### src/rtl/iir_pkg.sv
// Shared register map, coefficient defaults and FSM encoding for the biquad core.
package iir_pkg;

  localparam logic [3:0] ADDR_B0      = 4'd0;
  localparam logic [3:0] ADDR_B1      = 4'd1;
  localparam logic [3:0] ADDR_B2      = 4'd2;
  localparam logic [3:0] ADDR_A1      = 4'd3;
  localparam logic [3:0] ADDR_A2      = 4'd4;
  localparam logic [3:0] ADDR_CTRL    = 4'd5;
  localparam logic [3:0] ADDR_SAMPLES = 4'd6;
  localparam logic [3:0] ADDR_SATS    = 4'd7;
  localparam logic [3:0] ADDR_DROPS   = 4'd8;

  localparam int CTRL_CLEAR_BIT  = 0;
  localparam int CTRL_BYPASS_BIT = 1;

  localparam int N_COEF = 5;
  localparam int DEF_B0 = 8275;
  localparam int DEF_B1 = -16383;
  localparam int DEF_B2 = 8275;
  localparam int DEF_A1 = -31035;
  localparam int DEF_A2 = 14969;

  typedef enum logic [2:0] {
    S_IDLE, S_MAC0, S_MAC1, S_MAC2, S_MAC3, S_MAC4, S_ROUND, S_OUT
  } state_t;

  function automatic int default_coef(int idx);
    case (idx)
      0:       return DEF_B0;
      1:       return DEF_B1;
      2:       return DEF_B2;
      3:       return DEF_A1;
      default: return DEF_A2;
    endcase
  endfunction

  function automatic int ch_width(int n);
    return (n > 1) ? $clog2(n) : 1;
  endfunction

endpackage

### src/rtl/iir_biquad_if.sv
// Stream-in, stream-out and register-slave signals of the biquad core.
interface iir_biquad_if #(
  parameter int DATA_W = 32,
  parameter int CH_W   = 1
);
  logic                     in_valid;
  logic                     in_ready;
  logic signed [DATA_W-1:0] in_data;
  logic [CH_W-1:0]          in_ch;
  logic                     out_valid;
  logic                     out_ready;
  logic signed [DATA_W-1:0] out_data;
  logic [CH_W-1:0]          out_ch;
  logic                     out_sat;
  logic                     slave_write;
  logic                     slave_read;
  logic [3:0]               slave_address;
  logic [31:0]              slave_writedata;
  logic [31:0]              slave_readdata;

  modport master (
    output in_valid, in_data, in_ch, out_ready,
           slave_write, slave_read, slave_address, slave_writedata,
    input  in_ready, out_valid, out_data, out_ch, out_sat, slave_readdata
  );

  modport slave (
    input  in_valid, in_data, in_ch, out_ready,
           slave_write, slave_read, slave_address, slave_writedata,
    output in_ready, out_valid, out_data, out_ch, out_sat, slave_readdata
  );
endinterface

### src/rtl/iir_round_sat.sv
// Round-half-up, arithmetic shift by FRAC_BITS and clamp to signed DATA_W.
module iir_round_sat #(
  parameter int ACC_W     = 51,
  parameter int DATA_W    = 32,
  parameter int FRAC_BITS = 14
) (
  input  logic signed [ACC_W-1:0]  i_acc,
  output logic signed [DATA_W-1:0] o_y,
  output logic                     o_sat
);
  // One guard bit so adding the rounding constant can never wrap.
  localparam int SUM_W = ACC_W + 1;
  localparam logic signed [SUM_W-1:0] HALF  = SUM_W'(1) << (FRAC_BITS - 1);
  localparam logic signed [SUM_W-1:0] Y_MAX = {{(SUM_W-DATA_W+1){1'b0}}, {(DATA_W-1){1'b1}}};
  localparam logic signed [SUM_W-1:0] Y_MIN = {{(SUM_W-DATA_W+1){1'b1}}, {(DATA_W-1){1'b0}}};

  logic signed [SUM_W-1:0] w_sum;
  logic signed [SUM_W-1:0] w_shift;

  assign w_sum   = {i_acc[ACC_W-1], i_acc} + HALF;
  assign w_shift = w_sum >>> FRAC_BITS;

  always_comb begin
    o_y   = w_shift[DATA_W-1:0];
    o_sat = 1'b0;
    if (w_shift > Y_MAX) begin
      o_y   = Y_MAX[DATA_W-1:0];
      o_sat = 1'b1;
    end else if (w_shift < Y_MIN) begin
      o_y   = Y_MIN[DATA_W-1:0];
      o_sat = 1'b1;
    end
  end
endmodule

### src/rtl/iir_biquad_core.sv
// Time-multiplexed direct-form-I biquad: one shared multiplier, per-channel history,
// result 7 cycles after accept and held until out_ready; input stalls while busy.
module iir_biquad_core
  import iir_pkg::*;
#(
  parameter int DATA_W    = 32,
  parameter int COEF_W    = 16,
  parameter int FRAC_BITS = 14,
  parameter int NUM_CH    = 2,
  parameter int ACC_W     = DATA_W + COEF_W + 3
) (
  input  logic         clk,
  input  logic         reset,
  iir_biquad_if.slave  bus,
  output logic         o_busy
);
  localparam int CH_W   = ch_width(NUM_CH);
  localparam int PROD_W = DATA_W + COEF_W;

  state_t                   r_state, w_next;
  logic signed [COEF_W-1:0] r_coef [N_COEF];
  logic signed [COEF_W-1:0] r_snap [N_COEF];
  logic                     r_bypass, r_snap_bypass, r_clear_pending;
  logic signed [DATA_W-1:0] r_x1 [NUM_CH];
  logic signed [DATA_W-1:0] r_x2 [NUM_CH];
  logic signed [DATA_W-1:0] r_y1 [NUM_CH];
  logic signed [DATA_W-1:0] r_y2 [NUM_CH];
  logic signed [DATA_W-1:0] r_x;
  logic [CH_W-1:0]          r_ch;
  logic signed [ACC_W-1:0]  r_acc;
  logic signed [DATA_W-1:0] r_out_data;
  logic [CH_W-1:0]          r_out_ch;
  logic                     r_out_sat;
  logic [31:0]              r_sample_cnt, r_sat_cnt, r_drop_cnt, r_readdata;

  logic                     w_accept, w_drop, w_clear_now;
  logic signed [DATA_W-1:0] w_op_x;
  logic signed [COEF_W-1:0] w_op_c;
  logic signed [PROD_W-1:0] w_prod;
  logic signed [ACC_W-1:0]  w_prod_ext;
  logic signed [DATA_W-1:0] w_y;
  logic                     w_sat;
  logic [31:0]              w_rdata;
  logic                     w_unused;

  assign bus.in_ready   = !reset && (r_state == S_IDLE) && !r_clear_pending;
  assign bus.out_valid  = (r_state == S_OUT);
  assign bus.out_data   = r_out_data;
  assign bus.out_ch     = r_out_ch;
  assign bus.out_sat    = r_out_sat;
  assign bus.slave_readdata = r_readdata;
  assign o_busy         = (r_state != S_IDLE);

  assign w_accept    = bus.in_valid && bus.in_ready;
  assign w_drop      = w_accept && (int'(bus.in_ch) >= NUM_CH);
  assign w_clear_now = (r_state == S_IDLE) && r_clear_pending;
  assign w_prod      = PROD_W'(w_op_x) * PROD_W'(w_op_c);
  assign w_prod_ext  = ACC_W'(w_prod);
  assign w_unused    = ^bus.slave_writedata[31:COEF_W];

  always_comb begin
    w_next = r_state;
    w_op_x = r_x;
    w_op_c = r_snap[0];
    unique case (r_state)
      S_IDLE:  if (w_accept && !w_drop) w_next = S_MAC0;
      S_MAC0:  w_next = S_MAC1;
      S_MAC1:  begin w_next = S_MAC2; w_op_x = r_x1[r_ch]; w_op_c = r_snap[1]; end
      S_MAC2:  begin w_next = S_MAC3; w_op_x = r_x2[r_ch]; w_op_c = r_snap[2]; end
      S_MAC3:  begin w_next = S_MAC4; w_op_x = r_y1[r_ch]; w_op_c = r_snap[3]; end
      S_MAC4:  begin w_next = S_ROUND; w_op_x = r_y2[r_ch]; w_op_c = r_snap[4]; end
      S_ROUND: w_next = S_OUT;
      S_OUT:   if (bus.out_ready) w_next = S_IDLE;
      default: w_next = S_IDLE;
    endcase
  end

  always_comb begin
    w_rdata = '0;
    case (bus.slave_address)
      ADDR_B0, ADDR_B1, ADDR_B2, ADDR_A1, ADDR_A2:
                    w_rdata = 32'(r_coef[bus.slave_address[2:0]]);
      ADDR_CTRL:    w_rdata = {30'd0, r_bypass, r_clear_pending};
      ADDR_SAMPLES: w_rdata = r_sample_cnt;
      ADDR_SATS:    w_rdata = r_sat_cnt;
      ADDR_DROPS:   w_rdata = r_drop_cnt;
      default:      w_rdata = '0;
    endcase
  end

  iir_round_sat #(.ACC_W(ACC_W), .DATA_W(DATA_W), .FRAC_BITS(FRAC_BITS)) u_round (
    .i_acc (r_acc),
    .o_y   (w_y),
    .o_sat (w_sat)
  );

  always_ff @(posedge clk) begin
    if (reset) begin
      r_state         <= S_IDLE;
      r_bypass        <= 1'b0;
      r_snap_bypass   <= 1'b0;
      r_clear_pending <= 1'b0;
      r_x             <= '0;
      r_ch            <= '0;
      r_acc           <= '0;
      r_out_data      <= '0;
      r_out_ch        <= '0;
      r_out_sat       <= 1'b0;
      r_sample_cnt    <= '0;
      r_sat_cnt       <= '0;
      r_drop_cnt      <= '0;
      r_readdata      <= '0;
      for (int i = 0; i < N_COEF; i++) begin
        r_coef[i] <= COEF_W'(default_coef(i));
        r_snap[i] <= COEF_W'(default_coef(i));
      end
      for (int c = 0; c < NUM_CH; c++) begin
        r_x1[c] <= '0; r_x2[c] <= '0; r_y1[c] <= '0; r_y2[c] <= '0;
      end
    end else begin
      r_state <= w_next;
      if (w_clear_now) begin
        r_clear_pending <= 1'b0;
        for (int c = 0; c < NUM_CH; c++) begin
          r_x1[c] <= '0; r_x2[c] <= '0; r_y1[c] <= '0; r_y2[c] <= '0;
        end
      end
      if (w_drop) begin
        r_drop_cnt <= r_drop_cnt + 32'd1;
      end else if (w_accept) begin
        // The snapshot isolates the in-flight sample from later register writes.
        r_x           <= bus.in_data;
        r_ch          <= bus.in_ch;
        r_snap        <= r_coef;
        r_snap_bypass <= r_bypass;
      end
      case (r_state)
        S_MAC0:         r_acc <= w_prod_ext;
        S_MAC1, S_MAC2: r_acc <= r_acc + w_prod_ext;
        S_MAC3, S_MAC4: r_acc <= r_acc - w_prod_ext;
        S_ROUND: begin
          r_out_ch     <= r_ch;
          r_sample_cnt <= r_sample_cnt + 32'd1;
          if (r_snap_bypass) begin
            r_out_data <= r_x;
            r_out_sat  <= 1'b0;
          end else begin
            r_out_data <= w_y;
            r_out_sat  <= w_sat;
            if (w_sat) r_sat_cnt <= r_sat_cnt + 32'd1;
            r_x2[r_ch] <= r_x1[r_ch];
            r_x1[r_ch] <= r_x;
            r_y2[r_ch] <= r_y1[r_ch];
            r_y1[r_ch] <= w_y;
          end
        end
        default: ;
      endcase
      // A new clear request placed after the apply so it is never lost.
      if (bus.slave_write) begin
        if (bus.slave_address <= ADDR_A2) begin
          r_coef[bus.slave_address[2:0]] <= bus.slave_writedata[COEF_W-1:0];
        end else if (bus.slave_address == ADDR_CTRL) begin
          r_bypass <= bus.slave_writedata[CTRL_BYPASS_BIT];
          if (bus.slave_writedata[CTRL_CLEAR_BIT]) r_clear_pending <= 1'b1;
        end
      end
      if (bus.slave_read) r_readdata <= w_rdata;
    end
  end
endmodule
### src/flat_wrapper.sv
// flat-port wrapper written by rule: the top's interface ports become plain ports
module iir_biquad_core_flat import iir_pkg::*;
#(
  parameter int DATA_W    = 32,
  parameter int COEF_W    = 16,
  parameter int FRAC_BITS = 14,
  parameter int NUM_CH    = 2,
  parameter int ACC_W     = DATA_W + COEF_W + 3
)
  (clk, reset, o_busy, bus_in_valid, bus_in_data, bus_in_ch, bus_out_ready, bus_slave_write, bus_slave_read, bus_slave_address, bus_slave_writedata, bus_in_ready, bus_out_valid, bus_out_data, bus_out_ch, bus_out_sat, bus_slave_readdata);
  iir_biquad_if #(.DATA_W(DATA_W)) bus_i ();
  input  logic clk;
  input  logic reset;
  output logic o_busy;
  input wire logic [$bits(bus_i.in_valid)-1:0] bus_in_valid;
  input wire logic [$bits(bus_i.in_data)-1:0] bus_in_data;
  input wire logic [$bits(bus_i.in_ch)-1:0] bus_in_ch;
  input wire logic [$bits(bus_i.out_ready)-1:0] bus_out_ready;
  input wire logic [$bits(bus_i.slave_write)-1:0] bus_slave_write;
  input wire logic [$bits(bus_i.slave_read)-1:0] bus_slave_read;
  input wire logic [$bits(bus_i.slave_address)-1:0] bus_slave_address;
  input wire logic [$bits(bus_i.slave_writedata)-1:0] bus_slave_writedata;
  output wire logic [$bits(bus_i.in_ready)-1:0] bus_in_ready;
  output wire logic [$bits(bus_i.out_valid)-1:0] bus_out_valid;
  output wire logic [$bits(bus_i.out_data)-1:0] bus_out_data;
  output wire logic [$bits(bus_i.out_ch)-1:0] bus_out_ch;
  output wire logic [$bits(bus_i.out_sat)-1:0] bus_out_sat;
  output wire logic [$bits(bus_i.slave_readdata)-1:0] bus_slave_readdata;
  assign bus_i.in_valid = bus_in_valid;
  assign bus_i.in_data = bus_in_data;
  assign bus_i.in_ch = bus_in_ch;
  assign bus_i.out_ready = bus_out_ready;
  assign bus_i.slave_write = bus_slave_write;
  assign bus_i.slave_read = bus_slave_read;
  assign bus_i.slave_address = bus_slave_address;
  assign bus_i.slave_writedata = bus_slave_writedata;
  assign bus_in_ready = bus_i.in_ready;
  assign bus_out_valid = bus_i.out_valid;
  assign bus_out_data = bus_i.out_data;
  assign bus_out_ch = bus_i.out_ch;
  assign bus_out_sat = bus_i.out_sat;
  assign bus_slave_readdata = bus_i.slave_readdata;
  iir_biquad_core #(.DATA_W(DATA_W), .COEF_W(COEF_W), .FRAC_BITS(FRAC_BITS), .NUM_CH(NUM_CH), .ACC_W(ACC_W)) u_core (.clk(clk), .reset(reset), .bus(bus_i), .o_busy(o_busy));
endmodule
### config.mk
export PLATFORM = sky130hd
export DESIGN_NAME = iir_biquad_core_flat
export DESIGN_NICKNAME = d
export VERILOG_FILES = /design/src/rtl/iir_pkg.sv /design/src/rtl/iir_biquad_if.sv /design/src/rtl/iir_round_sat.sv /design/src/rtl/iir_biquad_core.sv /design/src/flat_wrapper.sv
export SDC_FILE = /design/constraint.sdc
export NUM_CORES = 2
export LEC_CHECK = 0
export BUFFER_PORTS_ARGS = -buffer_cell sky130_fd_sc_hd__buf_2
export CAP_MARGIN = 20
export CORE_MARGIN = 4
export CORE_UTILIZATION = 40
export CTS_CLUSTER_DIAMETER = 60
export DETAILED_ROUTE_END_ITERATION = 6
export PLACE_DENSITY = 0.67
export REMOVE_ABC_BUFFERS = 1
export SYNTH_ARGS = -nofsm -noshare
export SYNTH_HDL_FRONTEND = slang
export SYNTH_SLANG_ARGS = --single-unit
### constraint.sdc
create_clock -name clk -period 12.6 [get_ports clk]
set_input_delay 0 -clock clk [delete_from_list [all_inputs] [get_ports clk]]
set_output_delay 0 -clock clk [all_outputs]
set_load 0.05 [all_outputs]
==> metrics.txt <==
yosys warns=0; CP peak stage delay=0.56 ns; core area=0.1243 mm^2; PortBufs=127; fmax=83.71 MHz; number of enable flip-flop cells after synthesis=256; clock root buffer=clkbuf_16; fraction of layout instances using a drive strength above 1=0.08633; vias in the first global route=42080; worst rel slew slack=0.2690; Leak=23.64 nW; most frequent CP cell=fa_1; P&R area growth vs syn=12.66%; Tot GR Track Use=0.2303; crit-path leading delay family=adder cells; first-pass GRT wire length=241100 um; Sw Pwr=6.809 mW; cells after synthesis=5781; combinational share of power=0.672; unrepaired setup endpoints after global routing=false; DRC errors left=0; CTS tree=built; initial core utilization=0.4051; post-route setup slack=0.6547 ns; Setup Viol. Count Final=0; clock buffer depth=3; Antenna Diode Count=0; CTS buffer count=72; Hold WC Path Type=primary input to flip-flop; Pwr per Cell Area=244.4 mW/mm^2; CP endpoint kind=flip-flop; TritonCTS Sinks=637; antenna violations before repair=1; DR vias=41840; post-DR vias/cell=5.495; clock network power share=0.155; Clock Skew=0.02427 ns; RR Startpoint=u_core.r_state[1]; Main synth FF type=dfxtp_1; placed cells=7376; Crit path buffers/inverters=6; P_int=7.053 mW; placer congestion estimate=0.9626; drt wl/cell=19.90 um; min Tclk post-route=11.95 ns; Die Wd=362.8 um; Synth Cell Area=0.05034 mm^2; GRT Residual Overflow=0; Net Sw Frac=0.4912; Post-synth ARST share=0; Max-Cap Viols=0; average cell area after synthesis=8.708 um^2; largest net degree at the start of global routing=168; measured slew at the worst slew-check pin=1.094 ns; WP data required=13.19 ns; crit path kind=flip-flop to flip-flop; Place WS=0.4713 ns; Final Max Slew Viols=0; FP Rows=129; sequential share of the synthesized area=0.3042; htree depth=3; initial drt markers=4119; router iterations before antenna repair=6; Finished Layout Cells=7614; top-level I/O count=144; synth unique cells=100; worst setup path startpoint=u_core.r_state[1]; clk_lat worst skew=0.66 ns; Yosys reg bits=637; top-area cell type share of the netlist area=0.1937; Critical-path top delay cell=fa_1; Antenna Nets Post-Route=0; Worst Setup Start Kind=flip-flop; Die H=362.8 um; status=complete, no violations; post-DP HPWL=112600 um; total power=13.86 mW; die area=0.1316 mm^2; Crit Path Max Fanout=60; hold_sp=bus_slave_address[0]; Tcrit/Tclk final=0.9480; sequential cell fraction of total power=0.173; WL final=151600 um; Synth area leader=fa_1; Data arrival, critical path=12.53 ns; clock-pin slew on the worst setup and hold paths=0.06 ns; Synth area leaders=fa_1 (19%), edfxtp_1 (15%), dfxtp_1 (15%); Nets=6650; Fin. Hold Viols=0; maximum vdd ir drop=0.1986 mV
[flip-flops by register name (all words and copies together) (netlist names), 3 cells and up, named ones only]
register,cells
u_core.r_x,32
u_core.r_state,3
u_core.r_y1,64
u_core.r_coef,80
u_core.r_y2,64
u_core.r_acc,51
u_core.r_x2,64
u_core.r_sample_cnt,32
u_core.bus.out_data,32
u_core.bus.slave_readdata,32
u_core.r_x1,64
u_core.r_snap,80
u_core.r_sat_cnt,32
[metrics by stage]
| step | setup TNS, ns | instance area (um^2) | util | hold WS [ns] |
|---|---|---|---|---|
| 3_3_place_gp | 0 | 53210 | 0.4282 | 0.2398 |
| 2_1_floorplan | -50.71 | 49060 | - | 0.06907 |
| 4_1_cts | 0 | 56660 | 0.4559 | 0.06923 |
| 3_5_place_dp | 0 | 53210 | 0.4282 | 0.2456 |
| 6_report | 0 | 56710 | 0.4563 | 0.1056 |
| 5_1_grt | 0 | 56710 | 0.4563 | 0.1767 |
[path summary, 6_finish.rpt]
path,endpoint,slack [ns],cells past startpoint
hold / removal,u_core.r_bypass,0.11,5
setup / recovery,u_core.r_acc[50],0.65,42
hold reg to reg,u_core.bus.out_data[18],0.45,2
setup reg to reg,u_core.r_acc[50],0.65,42
[cells in the mapped netlist, drive strengths merged, types with 53 or more instances]
cell and n:
xnor2 107, and2 71, nor3 58, nor2 713
o21ai 185, nand3 143, xor2 109, inv 627
nand2 884, ha 168, mux2i 101, o21a 71
edfxtp 256, a221oi 55, and3 68, dfxtp 381
clkbuf 282, a21oi 335, nor2b 53, fa 487
[worst min-delay path: stages]
cell and delay (ns):
buf_2 0.33, nand2_1 0.14, nor2_1 0.08, nand3_1 0.09
a21oi_1 0.06
[kinds of logic (layout without fill, tap and decap cells)]
group,after synthesis,after routing,synth area share
fa+ha+maj,655,655,0.2354
mux,120,120,0.02791
xor+xnor,216,216,0.03795
simple gates,2174,2174,0.1902
flops,637,637,0.3042
buf+inv,961,1157,0.07235
compound gates,1018,1018,0.1319
[cell usage in the layout, fill, tap and decap left out, drive strengths merged, types with 26 or more instances in the layout]
| cell | instances |
|---|---|
| nand2 | 884 |
| nor2 | 713 |
| inv | 637 |
| fa | 487 |
| dfxtp | 381 |
| a21oi | 335 |
| buf | 292 |
| edfxtp | 256 |
| o21ai | 185 |
| ha | 168 |
| nand3 | 143 |
| xor2 | 109 |
| xnor2 | 107 |
| dlygate4sd3 | 105 |
| mux2i | 101 |
| clkbuf | 96 |
| o21a | 71 |
| and2 | 71 |
| and3 | 68 |
| nor3 | 58 |
| a221oi | 55 |
| nor2b | 53 |
| a21o | 48 |
| nand2b | 46 |
| o211ai | 45 |
| a211oi | 41 |
| a22oi | 35 |
| nand4 | 35 |
| a31oi | 26 |
[power groups by stage]
stage	logic, mW	clock network [mW]	registers (mW)
after floorplan	6.61	0	2.41
after global placement	9.00	0	2.43
after detailed placement	9.07	0	2.43
after CTS	9.19	2.18	2.39
after global routing	10.4	2.26	2.40
final	9.31	2.15	2.39
[what timing repair did]
item | 4_1_cts | 5_1_grt
resized for setup | 0 | 11
endpoints found under the hold margin | 187 | 0
setup endpoints to repair | 0 | 8
buffers inserted | 0 | 0
hold buffers | 105 | 0
[final cells by class]
| class | instances | area, um^2 |
|---|---|---|
| Clock buffer | 96 | 1993 |
| Clock inverter | 35 | 399.1 |
| Fill cell | 11930 | 67570 |
| Inverter | 628 | 2357 |
| Multi-Input combinational cell | 4183 | 31580 |
| Sequential cell | 637 | 15330 |
| Tap cell | 1637 | 2048 |
| Timing Repair Buffer | 398 | 3010 |
[per-layer routing]
layer  share of wire  wire length, um  global-route usage  vias to the layer above
li1                -                -                   -                    19430
met1            0.42            64110              0.3133                    20530
met2            0.46            69440              0.3709                     1629
met3           0.084            12660             0.04363                      251
met4           0.035             5336             0.07603                        0
met5               0                0                   0                        -
Note: power is estimated with default switching activity, not from simulation.
